--- config.mk ---
export PLATFORM = sky130hd
export DESIGN_NAME = exins_loader
export DESIGN_NICKNAME = d
export VERILOG_FILES = /design/src/rtl/exins_pkg.sv /design/src/rtl/exins_fifo.sv /design/src/rtl/exins_loader.sv
export SDC_FILE = /design/constraint.sdc
export NUM_CORES = 1
export LEC_CHECK = 0
export CORE_AREA = 2 2 156 158
export CTS_CLUSTER_DIAMETER = 150
export DETAILED_ROUTE_END_ITERATION = 6
export DIE_AREA = 0 0 158 160
export GPL_TIMING_DRIVEN = 0
export HOLD_SLACK_MARGIN = 0.1
export PLACE_DENSITY = 0.76
export SLEW_MARGIN = 20
export SYNTH_ARGS = -nofsm -noshare
export SYNTH_HDL_FRONTEND = slang
export SYNTH_SLANG_ARGS = --single-unit
--- constraint.sdc ---
create_clock -name clk -period 3.7 [get_ports clk]
set_clock_uncertainty 0.1 [all_clocks]
set_input_delay 0.925 -clock clk [delete_from_list [all_inputs] [get_ports clk]]
set_output_delay 0.925 -clock clk [all_outputs]
set_load 0.02 [all_outputs]
--- src/rtl/exins_pkg.sv ---
// Shared types and helpers for the external-instruction loader.
package exins_pkg;

    typedef enum logic [2:0] {
        IDLE,
        LOAD,
        DRAIN,
        DONE,
        ERR
    } loader_state_t;

    localparam logic [31:0] WORD_BYTES = 32'd4;

    // Byte address of word `words` in an image starting at `base`; wraps modulo 2^32.
    function automatic logic [31:0] addr_inc(input logic [31:0] base, input logic [31:0] words);
        return base + (words * WORD_BYTES);
    endfunction

endpackage

--- src/rtl/exins_fifo.sv ---
// Response buffer between the exIns source and the imem write port.
module exins_fifo #(
    parameter int unsigned W     = 32,
    parameter int unsigned DEPTH = 4,
    parameter int unsigned CW    = $clog2(DEPTH) + 1
) (
    input  logic          clk,
    input  logic          nrst,
    input  logic          push_i,
    input  logic [W-1:0]  wdata_i,
    input  logic          pop_i,
    output logic [W-1:0]  rdata_o,
    output logic          full_o,
    output logic          empty_o,
    output logic [CW-1:0] count_o
);

    localparam int unsigned PW = $clog2(DEPTH);

    logic [W-1:0]  mem_q [DEPTH];
    logic [PW-1:0] wp_q, rp_q;
    logic [CW-1:0] cnt_q;
    logic          do_push, do_pop;

    assign full_o  = (cnt_q == CW'(DEPTH));
    assign empty_o = (cnt_q == '0);
    assign count_o = cnt_q;
    assign rdata_o = mem_q[rp_q];
    assign do_push = push_i && !full_o;
    assign do_pop  = pop_i && !empty_o;

    always_ff @(posedge clk or negedge nrst) begin
        if (!nrst) begin
            for (int unsigned i = 0; i < DEPTH; i++) mem_q[i] <= '0;
            wp_q  <= '0;
            rp_q  <= '0;
            cnt_q <= '0;
        end else begin
            if (do_push) begin
                mem_q[wp_q] <= wdata_i;
                wp_q        <= wp_q + PW'(1);
            end
            if (do_pop) rp_q <= rp_q + PW'(1);
            cnt_q <= cnt_q + CW'(do_push) - CW'(do_pop);
        end
    end

endmodule

--- src/rtl/exins_loader.sv ---
// Streams a program image over exIns into imem while holding the core.
// Optional trailer checksum: define EXINS_CHECKSUM_EN.
module exins_loader
    import exins_pkg::*;
#(
    parameter int unsigned XLEN            = 32,
    parameter int unsigned IMEM_DEPTH      = 256,
    parameter int unsigned ADDR_W          = $clog2(IMEM_DEPTH),
    parameter int unsigned MAX_OUTSTANDING = 4
) (
    input  logic              clk,
    input  logic              nrst,
    input  logic              start,
    input  logic [31:0]       base_addr,
    input  logic [ADDR_W:0]   word_count,
    output logic              exIns_ren,
    output logic [31:0]       exIns_addr,
    input  logic              exIns_valid,
    input  logic [XLEN-1:0]   exIns_in,
    output logic              imem_we,
    output logic [ADDR_W-1:0] imem_addr,
    output logic [XLEN-1:0]   imem_wdata,
    output logic              core_hold,
    output logic              busy,
    output logic              done,
`ifdef EXINS_CHECKSUM_EN
    output logic              csum_ok,
`endif
    output logic              err
);

    localparam int unsigned CNT_W = ADDR_W + 1;
    localparam int unsigned OW    = $clog2(MAX_OUTSTANDING) + 1;

    loader_state_t    state_q, state_d;
    logic [31:0]      base_q, base_d, addr_q, addr_d;
    logic [CNT_W-1:0] count_q, count_d, issued_q, issued_d, written_q, written_d, total;
    logic [OW-1:0]    outst_q, outst_d, fcnt, occ_next;
    logic             ren_q, ren_d;
    logic             push, pop, full, empty, active, stray, accept, issue, to_err, trailer, trl_ok;
    logic [XLEN-1:0]  rdata;

`ifdef EXINS_CHECKSUM_EN
    logic [CNT_W-1:0] recv_q, recv_d;
    logic [XLEN-1:0]  sum_q, sum_d;
    logic             trl_q, trl_d, csum_q, csum_d;
    assign total   = count_q + CNT_W'(1);
    assign csum_ok = csum_q;
`else
    assign total = count_q;
`endif

    exins_fifo #(
        .W     (XLEN),
        .DEPTH (MAX_OUTSTANDING),
        .CW    (OW)
    ) u_fifo (
        .clk     (clk),
        .nrst    (nrst),
        .push_i  (push),
        .wdata_i (exIns_in),
        .pop_i   (pop),
        .rdata_o (rdata),
        .full_o  (full),
        .empty_o (empty),
        .count_o (fcnt)
    );

    always_comb begin
        state_d   = state_q;
        base_d    = base_q;
        count_d   = count_q;
        issued_d  = issued_q;
        written_d = written_q;
        outst_d   = outst_q;
        ren_d     = 1'b0;
        addr_d    = addr_q;
        push      = 1'b0;
        pop       = 1'b0;
        accept    = 1'b0;
        issue     = 1'b0;
        trailer   = 1'b0;
        occ_next  = fcnt;
`ifdef EXINS_CHECKSUM_EN
        recv_d = recv_q;
        sum_d  = sum_q;
        trl_d  = trl_q;
        csum_d = csum_q;
`endif
        active = (state_q == LOAD) || (state_q == DRAIN);
        stray  = exIns_valid && (outst_q == '0);
        to_err = stray;

        if (active) begin
            accept = exIns_valid && !stray;
            pop    = !empty;
            // Credit counts both in-flight requests and buffered words, so a push never finds the buffer full.
            issue  = (state_q == LOAD) && (issued_q < total) &&
                     (((OW+1)'(outst_q) + (OW+1)'(fcnt)) < (OW+1)'(MAX_OUTSTANDING));
`ifdef EXINS_CHECKSUM_EN
            trailer = accept && (recv_q == count_q);
            if (accept) recv_d = recv_q + CNT_W'(1);
            if (trailer) begin
                if (exIns_in == sum_q) trl_d = 1'b1;
                else                   to_err = 1'b1;
            end else if (accept) begin
                sum_d = sum_q + exIns_in;
            end
`endif
            push      = accept && !trailer && !full;
            written_d = written_q + CNT_W'(pop);
            outst_d   = outst_q + OW'(issue) - OW'(accept);
            occ_next  = fcnt + OW'(push) - OW'(pop);
        end

`ifdef EXINS_CHECKSUM_EN
        trl_ok = trl_d;
`else
        trl_ok = 1'b1;
`endif

        case (state_q)
            IDLE, DONE: begin
                if (stray) begin
                    state_d = ERR;
                end else if (start) begin
                    if (word_count > CNT_W'(IMEM_DEPTH)) begin
                        state_d = ERR;
                    end else begin
                        state_d   = LOAD;
                        base_d    = base_addr;
                        count_d   = word_count;
                        issued_d  = '0;
                        written_d = '0;
`ifdef EXINS_CHECKSUM_EN
                        recv_d = '0;
                        sum_d  = '0;
                        trl_d  = 1'b0;
                        csum_d = 1'b0;
`endif
                    end
                end
            end
            LOAD, DRAIN: begin
                // Completion looks at next-cycle values so the hold drops right after the final write.
                if (to_err) begin
                    state_d = ERR;
                end else if ((written_d == count_q) && (occ_next == '0) && (outst_d == '0) && trl_ok) begin
                    state_d = DONE;
`ifdef EXINS_CHECKSUM_EN
                    csum_d = 1'b1;
`endif
                end else if ((state_q == LOAD) && (issued_q == total)) begin
                    state_d = DRAIN;
                end
            end
            default: ;
        endcase

        if (issue && !to_err) begin
            ren_d    = 1'b1;
            addr_d   = addr_inc(base_q, 32'(issued_q));
            issued_d = issued_q + CNT_W'(1);
        end
    end

    always_ff @(posedge clk or negedge nrst) begin
        if (!nrst) begin
            state_q   <= IDLE;
            base_q    <= '0;
            count_q   <= '0;
            issued_q  <= '0;
            written_q <= '0;
            outst_q   <= '0;
            ren_q     <= 1'b0;
            addr_q    <= '0;
`ifdef EXINS_CHECKSUM_EN
            recv_q <= '0;
            sum_q  <= '0;
            trl_q  <= 1'b0;
            csum_q <= 1'b0;
`endif
        end else begin
            state_q   <= state_d;
            base_q    <= base_d;
            count_q   <= count_d;
            issued_q  <= issued_d;
            written_q <= written_d;
            outst_q   <= outst_d;
            ren_q     <= ren_d;
            addr_q    <= addr_d;
`ifdef EXINS_CHECKSUM_EN
            recv_q <= recv_d;
            sum_q  <= sum_d;
            trl_q  <= trl_d;
            csum_q <= csum_d;
`endif
        end
    end

    assign exIns_ren  = ren_q;
    assign exIns_addr = addr_q;
    assign imem_we    = pop;
    assign imem_addr  = pop ? written_q[ADDR_W-1:0] : '0;
    assign imem_wdata = pop ? rdata : '0;
    assign core_hold  = (state_q != DONE);
    assign busy       = active;
    assign done       = (state_q == DONE);
    assign err        = (state_q == ERR);

endmodule

==> results.sh <==
export IMPL_switching_power_w=0.00340
export IMPL_yosys_warnings=0
export IMPL_max_slew_margin_pct=46.7
export IMPL_grt_max_degree=77
export IMPL_synth_edf_count=0
export IMPL_nets=1327
export IMPL_cts_hold_buf=0
export IMPL_switching_share_pct=33.4
export IMPL_crit_required_ns=4.05
export IMPL_end_kind="flip-flop"
export IMPL_io_buffer_count=154
export IMPL_fin_crit_ns=3.66
export IMPL_min_path_type="input pin to asynchronous set/reset pin"
export IMPL_yosys_most_used_dff="dfrtp_1"
export IMPL_synth_seq_cells=233
export IMPL_cts_max_path_buffers=3
export IMPL_setup_viol=0
export IMPL_p_total_w=0.0102
export IMPL_power_internal_w=0.00678
export IMPL_wl_per_cell_microns=18.5
export IMPL_grt_usage_pct=22.9
export IMPL_critPathArrivalTime_ns=4.01
export IMPL_numCtsBuffers=25
export IMPL_vias=8506
export IMPL_n_fill_cell=1966
export IMPL_syn_area_sq_mm=0.0117
export IMPL_clk_insertion_delay_late_ns=0.52
export IMPL_antenna_found_initial=0
export IMPL_rsz0062_at_grt="true"
export IMPL_area_delta_synth_final_pct=26.0
export IMPL_synth_fp_nets=1132
export IMPL_drcViolationCount=0
export IMPL_synth_largest_area_cell="dfrtp_1"
export IMPL_grt_pass1_wl_microns=46100
export IMPL_hold_viol_final=0
export IMPL_fin_cells=1553
export IMPL_yosysUniqueCellTypes=63
export IMPL_status="complete, no violations"
export IMPL_n_antenna_cell=0
export IMPL_cts_tree="done"
export IMPL_layout_drive_gt1_share_pct=24.6
export IMPL_gp_congestion=0.859
export IMPL_dp_hpwl_microns=19900
export IMPL_initial_core_util_pct=49.0
export IMPL_core_sq_mm=0.0238
export IMPL_synth_async_sr_flop_share_pct=100
export IMPL_seqCellArea_sq_mm=0.00583
export IMPL_dr_pass1_iters=5
export IMPL_synth_top_area_share_pct=50.0
export IMPL_gr_total_overflow=0
export IMPL_synth_area_per_cell_sq_um=11.5
export IMPL_path_clk_slew_ns=0.06
export IMPL_maxCapViolations=0
export IMPL_power_frac_comb_pct=34.7
export IMPL_rows=57
export IMPL_dieArea_sq_mm=0.0253
export IMPL_crit_path_start_kind="flip-flop"
export IMPL_multiInputGateArea_sq_mm=0.00551
export IMPL_first_global_vias=8844
export IMPL_synth_area_leaders="dfrtp_1, mux2_2, mux4_2"
export IMPL_maxSlewViolCount=0
export IMPL_clock_fmax_mhz=273
export IMPL_drt_iter0_drc=387
export IMPL_dp_cells=1499
export IMPL_htreeDepth=1
export IMPL_ys_seq_area_share_pct=50.0
export IMPL_drtAntennaViolNets=0
export IMPL_power_density_mw_per_mm2=692
export IMPL_vias_per_cell=5.48
export IMPL_syn_inst=1018
export IMPL_fp_dieW_microns=158
export IMPL_io_pins=155
export IMPL_cts_root_buf="clkbuf_16"
export IMPL_wirelength_microns=28700
export IMPL_worstMarginPinSlew_ns=0.789
export IMPL_seqPwrFrac_pct=39.7
export IMPL_clock_sinks=233
export IMPL_ir_drop_uv=472
export IMPL_finalCritPeriodShare_pct=98.8
export IMPL_p_leak_nw=6.96
export IMPL_crit_path_max_fanout=3
export IMPL_power_share_clock_pct=25.6
export IMPL_die_h_microns=160
export IMPL_path_class="flip-flop to flip-flop"
-- registers in the layout, summed over array words and instances, names as in the netlist --
signal,count
u_fifo.mem_q,128
base_q,32
exIns_addr,32
count_q,9
issued_q,9
written_q,9
outst_q,3
state_q,3
u_fifo.count_o,3
u_fifo.rp_q,2
u_fifo.wp_q,2
exIns_ren,1
-- kinds of logic after synthesis --
family                   count (synthesis)  share of synthesized area [%]
AO/OA/AOI/OAI                          113                           6.01
multiplexers                           165                           19.0
AND/OR/NAND/NOR                        328                           13.6
adder cells (fa/ha/maj)                 37                           4.23
buffers and inverters                   97                           3.50
XOR/XNOR                                45                           3.66
flip-flops                             233                           50.0
-- final cells by class --
cell class                      count  area share [%]
Buffer                             56            1.97
Inverter                           41            1.07
Tap cell                          324            2.76
Multi-Input combinational cell    688            37.5
Clock inverter                     13            1.19
Sequential cell                   233            39.7
Timing Repair Buffer              168            11.3
Clock buffer                       30            4.59
-- Yosys cell counts (all sizes together), types with 4 or more instances --
cell	count
o31ai	6
a21o	4
nor4	10
nor2b	5
fa	4
mux4	32
nor3	10
xnor2	25
inv	41
o211ai	7
o21a	4
dfrtp	233
ha	33
mux2	130
xor2	19
nor2	32
and3	40
nand2	180
o2111ai	5
nand4	9
o21ai	52
a21oi	18
and2	4
nand2b	5
clkbuf	28
buf	28
nand3	17
-- routing by layer --
metal | routed length, microns | vias to the layer above | share of wire (%) | GRT usage (%)
met5 | 0 | - | 0 | 0
met3 | 2110 | 49 | 7.3 | 5.02
met1 | 12100 | 4239 | 42 | 29.9
met2 | 13900 | 256 | 48 | 38.9
li1 | - | 3962 | - | -
met4 | 651 | 0 | 2.3 | 5.90
-- critical path, cell delays in order, from the launching register on --
cell and delay, ns:
dfrtp_1 0.39, inv_2 0.10, ha_4 0.21, a21o_1 0.17, a21oi_2 0.13, nor2b_2 0.07
o41ai_4 0.33, nand2_1 0.12, ha_1 0.29, inv_1 0.05, ha_2 0.16, fa_1 0.47
nor2_2 0.14, nand2_1 0.07, o211ai_1 0.17, nand4_1 0.17, nor4_4 0.23, nand2_1 0.11
a21oi_2 0.13
-- what timing repair did --
item	in CTS	in global routing
endpoints found under the hold margin	0	0
setup buffers	4	7
endpoints found under the setup margin	44	39
gates resized for setup	85	35
pin swaps	2	5
-- worst paths after layout --
kind / to / slack [ns] / start / cells after the start
setup / recovery: state_q[1] / 0.04 / count_q[4] / 18
max in group asynchronous: u_fifo.mem_q[99] / 1.93 / nrst / 4
hold reg to reg: exIns_addr[1] / 0.37 / base_q[1] / 2
hold / removal: base_q[5] / 0.20 / nrst / 1
min in group clk: exIns_addr[1] / 0.37 / base_q[1] / 2
setup reg to reg: state_q[1] / 0.04 / count_q[4] / 18
-- power by group through the flow --
stage / Combinational [W] / Clock [W] / Sequential [W]
after floorplan: 0.00236 / 0 / 0.00397
after global placement: 0.00324 / 0 / 0.00403
after detailed placement: 0.00338 / 0 / 0.00407
after CTS: 0.00344 / 0.00267 / 0.00403
after global routing: 0.00391 / 0.00277 / 0.00415
final: 0.00353 / 0.00261 / 0.00405
-- metrics by stage --
step	setup WS, ns	hold WS, ns	setup TNS [ns]	utilization [%]	area, sq um
5_1_grt	-0.154	0.213	-0.267	61.7	14700
3_3_place_gp	-8.34	0.346	-1947.84	57.1	13600
2_1_floorplan	0.132	0.339	0	-	11700
6_report	0.0429	0.201	0	61.7	14700
4_1_cts	0.000636	0.194	0	61.3	14600
3_5_place_dp	-0.493	0.359	-12.31	57.5	13700
-- placed cells by master, fill, tap and decap left out, drive strengths merged, types with 5 or more instances in the layout --
cell type      count
dfrtp            233
nand2            180
mux2             130
clkdlybuf4s50    111
clkbuf            64
o21ai             52
buf               43
inv               41
and3              40
ha                33
mux4              32
nor2              32
dlygate4sd2       27
xnor2             25
xor2              19
a21oi             18
nand3             17
nor3              10
nor4              10
nand4              9
clkdlybuf4s15      9
o211ai             7
clkinv             7
o31ai              6
nand2b             5
o2111ai            5
nor2b              5
(Power assumes the default switching activity.)
